`config.mk`:
```
export PLATFORM = sky130hd
export DESIGN_NAME = seq_mult
export DESIGN_NICKNAME = d
export VERILOG_FILES = /design/src/rtl/seq_mult.sv
export SDC_FILE = /design/constraint.sdc
export NUM_CORES = 1
export LEC_CHECK = 0
export ABC_AREA = 1
export BUFFER_PORTS_ARGS = -buffer_cell sky130_fd_sc_hd__buf_2
export CAP_MARGIN = 0
export CORE_ASPECT_RATIO = 0.8
export CORE_MARGIN = 1
export CORE_UTILIZATION = 54
export DETAILED_ROUTE_END_ITERATION = 16
export GPL_TIMING_DRIVEN = 0
export MAX_ROUTING_LAYER = met4
export PLACE_DENSITY = 0.83
export SYNTH_ARGS = -nofsm -noshare
export SYNTH_HDL_FRONTEND = slang
export SYNTH_SLANG_ARGS = --single-unit
```
`constraint.sdc`:
```
create_clock -name clk -period 3.3 [get_ports clk]
set_input_delay 0.99 -clock clk [delete_from_list [all_inputs] [get_ports clk]]
set_output_delay 0.99 -clock clk [all_outputs]
set_load 0.005 [all_outputs]
```
`src/rtl/seq_mult.sv`:
```
// seq_mult: sequential shift-and-add multiplier, W x W -> 2W.
// One W+1-bit adder is reused for W cycles. Signed operands are converted
// to magnitudes at load time, and the sign is applied to the product once
// in the FIX state.
//
// Ports:
//   clk          rising-edge clock
//   rst          asynchronous active-high reset
//   start        request, sampled in IDLE or DONE only
//   signed_mode  1 = two's-complement operands, sampled with start
//   x, y         multiplicand / multiplier, sampled with start
//   busy         high while an operation is in progress (registered)
//   done         one-cycle completion pulse (registered)
//   p            product register, valid while done = 1
module seq_mult #(
  parameter int unsigned W = 8
) (
  input  logic           clk,
  input  logic           rst,
  input  logic           start,
  input  logic           signed_mode,
  input  logic [W-1:0]   x,
  input  logic [W-1:0]   y,
  output logic           busy,
  output logic           done,
  output logic [2*W-1:0] p
);

  localparam int unsigned CW = $clog2(W);

  typedef enum logic [1:0] {S_IDLE, S_RUN, S_FIX, S_DONE} state_t;

  state_t         state_q;
  logic [W:0]     acc_q;
  logic [W-1:0]   mq_q;
  logic [W-1:0]   mcand_q;
  logic [CW-1:0]  cnt_q;
  logic           neg_q;
  logic [2*W-1:0] p_q;
  logic           busy_q;
  logic           done_q;

  logic [W-1:0]   x_mag;
  logic [W-1:0]   y_mag;
  logic           neg_d;
  logic [W:0]     sum;
  logic [2*W-1:0] result;
  logic [2*W-1:0] p_d;

  always_comb begin
    // -2^(W-1) negates to itself, which read as unsigned is its magnitude.
    x_mag  = (signed_mode && x[W-1]) ? (~x) + W'(1) : x;
    y_mag  = (signed_mode && y[W-1]) ? (~y) + W'(1) : y;
    neg_d  = signed_mode & (x[W-1] ^ y[W-1]);
    sum    = acc_q + (mq_q[0] ? {1'b0, mcand_q} : '0);
    result = {acc_q[W-1:0], mq_q};
    p_d    = neg_q ? (~result) + (2*W)'(1) : result;
  end

  // busy/done are registered from the current state, so each trails the
  // state it reflects by one edge; this yields the W+2 start-to-done latency.
  always_ff @(posedge clk or posedge rst) begin
    if (rst) begin
      state_q <= S_IDLE;
      acc_q   <= '0;
      mq_q    <= '0;
      mcand_q <= '0;
      cnt_q   <= '0;
      neg_q   <= 1'b0;
      p_q     <= '0;
      busy_q  <= 1'b0;
      done_q  <= 1'b0;
    end else begin
      busy_q <= (state_q == S_RUN) || (state_q == S_FIX);
      done_q <= (state_q == S_DONE);
      case (state_q)
        S_IDLE, S_DONE: begin
          if (start) begin
            acc_q   <= '0;
            mq_q    <= y_mag;
            mcand_q <= x_mag;
            cnt_q   <= '0;
            neg_q   <= neg_d;
            state_q <= S_RUN;
          end else begin
            state_q <= S_IDLE;
          end
        end
        S_RUN: begin
          acc_q <= {1'b0, sum[W:1]};
          mq_q  <= {sum[0], mq_q[W-1:1]};
          cnt_q <= cnt_q + CW'(1);
          if (cnt_q == CW'(W-1)) state_q <= S_FIX;
        end
        S_FIX: begin
          p_q     <= p_d;
          state_q <= S_DONE;
        end
        default: state_q <= S_IDLE;
      endcase
    end
  end

  assign busy = busy_q;
  assign done = done_q;
  assign p    = p_q;

endmodule

```
==> summary.txt <==
Drt
  • Final Routed Wirelength: between 6000 and 7000 um
  • Initial DRC Count: approximately 180
  • DR DRC count: 0
  • Met3 WL: 280 um
  • Routed metal-1 wirelength: about 3100 um
  • Routed len/inst: roughly 12 um
  • Vias: approximately 2700
  • Pre-antenna DRT Iters: 4
  • Vias per inst: 5.297
  • Antenna-violating nets left: 0
  • Uppermost layer routed: met4
  • Met2 wire length: between 2000 and 3000 um

Die
  • Die footprint: 5836 um^2
  • Die height: slightly below 70 um
  • FP Rows: 23
  • IO Count: 38
  • Initial Utilization: around three fifths
  • Die X: 85.17 um
  • CORE AREA: between 5000 and 6000 um^2

Global route
  • Initial antenna violation count: 0
  • Gr usage total: between 20% and 30%
  • GRT Residual Overflow: 0
  • Vias in the first global route: about 2700
  • Largest net degree at the start of global routing: 45
  • First-pass GRT wire length: between 10000 and 15000 um

Clock network
  • CTS tree: yes
  • Worst-path clk slew: roughly 0.090 ns
  • # clock sinks: between 40 and 50
  • CTS Buf Count: 5
  • CTS root buf: clkbuf_8
  • CTS max path bufs: 2
  • Htree depth: 2
  • Post-CTS resize count: 0
  • Hold Buf Count CTS: 0
  • Clk Latency, worst-skew pair: around 0.30 ns
  • Setup Buffers After CTS: 0

Critical path
  • Startpoint Class: flop
  • R2R setup slack: 1.39 ns
  • Reg-to-Reg Start: state_q[0]$_DFFE_PP0P_
  • Crit-path max FO: 10
  • Crit-path max cell delay: 0.42 ns
  • Cell mode on critical path: inv_2
  • Crit path to: mq_q[0]$_DFFE_PP0P_
  • Crit path from: state_q[0]$_DFFE_PP0P_
  • CP endpoint kind: flop
  • Crit-path cells: inv_1 > ha_1 > nand2_2 > inv_2 > a21oi_4 > inv_2 > o211ai_1 > o21ai_0
  • Slowest cell on the critical path: dfrtp_1
  • Worst r2r path cells: 8
  • Setup CP Type: reg -> reg
  • FF-to-FF End: mq_q[0]$_DFFE_PP0P_
  • Worst path arrival time: around 2.1 ns
  • CP Data Required Time: between 3 and 4 ns

Logic synthesis
  • Synth warn: 0
  • Synth Area in Compound Gates: 13.32%
  • Post-Synth Adder-Cell Area: approximately 7.4%
  • Synth Instances: 404
  • Mux cell area share after synthesis: 0%
  • Synthesis-stage register bit count: 48
  • Synth Flop Type: dfrtp_1
  • Ys async rst share: between 90% and 100%
  • Yosys cell types: 32
  • Simple-gate share of the synthesized area: between 20% and 30%
  • XOR/XNOR Fraction of Synth Area: 3.518%
  • Number of flops mapped to enable cells by yosys: 0
  • Syn nets: 441
  • Largest family of logic cells by synthesized area: simple AND/OR/NAND/NOR gates
  • Mapped Area: between 2000 and 3000 um^2
  • Seq/Total Area, Yosys: between 40% and 50%
  • Synthesized area per cell: around 7.4 um^2

Cells and area
  • Post-layout util: about two thirds
  • # diodes: 0
  • Syn-to-layout area delta: 13.53%
  • Leading cell type in the layout, fill and taps excluded: nand2_1
  • Most frequent cells in the layout: 121 x nand2_1, 48 x dfrtp_1, 45 x inv_1
  • Final nets: between 400 and 500
  • Layout cell share with drive strength beyond 1: between 10% and 20%
  • Fillers: roughly 470

Timing
  • Final hold violation count: 0
  • Max Fclk: 523.5 MHz
  • Unrepaired setup endpoints after global routing: false
  • Min Tclk post-route: between 1.5 and 2 ns
  • Setup TNS: 0 ns
  • Max Clock Skew: about 0.011 ns
  • Final period utilization: between 50% and 60%
  • Max-slew violations: 0
  • Final count of negative-setup-slack endpoints: 0
  • Slew margin rel.: around 73%
  • Worst Max-Slew Pin Slew: slightly above 0.4 ns

Placed design
  • Final GP Congestion: between 0.9 and 1
  • IO Port Bufs: 37
  • Final HPWL DP: approximately 4900 um

Pwr
  • Int Pwr: 0.001658 W
  • Logic gate share of total power: about half
  • NetSw: about 0.0013 W
  • Pleak: about 1.9 nW
  • Clock power frac: 15.0%
  • Switching share of power: 44.65%
  • Seq pwr share: approximately 35%
  • PD cells: between 800 and 900 nW/um^2
  • Peak VDD IR: between 500 and 600 uV

Outcome
  • Outcome: finished, final reports clean

Hold path
  • Worst min path class: reg -> reg

Flow run
  • Max-cap violations: 0
-- synthesized netlist by cell type, drive strengths merged, types with 6 or more instances --
library cell	number	area, um^2
a21oi	20	115.1
dfrtp	48	1201
ha	16	200.2
inv	50	187.7
nand2	123	466.7
nand3	34	170.2
nand4	6	37.54
nor2	31	123.9
o21ai	38	190.2
xor2	10	87.58
-- how the worst min path moves through the flow --
stage                      startpoint                      to  cells after the start
6_report             p[4]$_DFFE_PP0P_        p[4]$_DFFE_PP0P_                      2
5_1_grt              p[4]$_DFFE_PP0P_        p[4]$_DFFE_PP0P_                      2
4_1_cts             p[12]$_DFFE_PP0P_       p[12]$_DFFE_PP0P_                      2
3_5_place_dp        p[12]$_DFFE_PP0P_       p[12]$_DFFE_PP0P_                      2
3_3_place_gp         p[9]$_DFFE_PP0P_        p[9]$_DFFE_PP0P_                      2
2_1_floorplan  mcand_q[5]$_DFFE_PP0P_  mcand_q[5]$_DFFE_PP0P_                      2
-- power groups by stage --
| stage | sequential (W) | combinational (W) | clock, W |
|---|---|---|---|
| 2_1_floorplan | 0.00101 | 0.00112 | 0 |
| 6_report | 0.00103 | 0.00151 | 0.000449 |
| 3_5_place_dp | 0.00104 | 0.00151 | 0 |
| 3_3_place_gp | 0.00103 | 0.00145 | 0 |
| 4_1_cts | 0.00103 | 0.00152 | 0.000455 |
| 5_1_grt | 0.00106 | 0.00177 | 0.000488 |
-- layout make-up --
cell class,count,area [um^2],share of cell area (%)
Tap cell,62,77.57,2.287
Buffer,8,50.05,1.475
Clock inverter,2,38.79,1.143
Sequential cell,48,1201,35.41
Clock buffer,6,82.58,2.435
Timing Repair Buffer,38,205.2,6.049
Multi-Input combinational cell,297,1544,45.52
Inverter,51,192.7,5.681
-- per-stage QoR --
stage	area (um^2)	hold slack, ns	setup slack, ns	power (W)	instances
2_1_floorplan	2988	0.4489	1.166	0.002131	404
3_3_place_gp	3251	0.4573	0.5884	0.002481	503
3_5_place_dp	3271	0.4669	1.155	0.002548	504
4_1_cts	3392	0.4901	1.407	0.003005	512
5_1_grt	3392	0.5150	1.206	0.003316	512
6_report	3392	0.4844	1.390	0.002995	512
-- critical path: cells and delay by family (launching register included) --
kind | cells | cell delay [ns]
compound gates | 3 | 0.57
buf+inv | 3 | 0.32
flops | 1 | 0.42
simple gates | 1 | 0.13
fa+ha+maj | 1 | 0.33
-- sequential cells by signal, summed over array words and instances, names as in the netlist --
| name | flops |
|---|---|
| mq_q | 8 |
| done | 1 |
| cnt_q | 3 |
| neg_q | 1 |
| acc_q | 8 |
| p | 16 |
| busy | 1 |
| mcand_q | 8 |
| state_q | 2 |
-- logic make-up (layout without fill, tap and decap cells) --
| family | count (synthesis) | in the layout |
|---|---|---|
| XOR/XNOR | 12 | 12 |
| adder cells (fa/ha/maj) | 17 | 17 |
| flip-flops | 48 | 48 |
| buffers and inverters | 59 | 105 |
| AND/OR/NAND/NOR | 198 | 198 |
| AO/OA/AOI/OAI | 70 | 70 |
-- metal layers --
layer	vias up	global-route usage (%)
met4	0	7.839
li1	1400	-
met1	1231	32.85
met5	-	-
met3	5	4.048
met2	76	45.87
(Power assumes the default switching activity.)
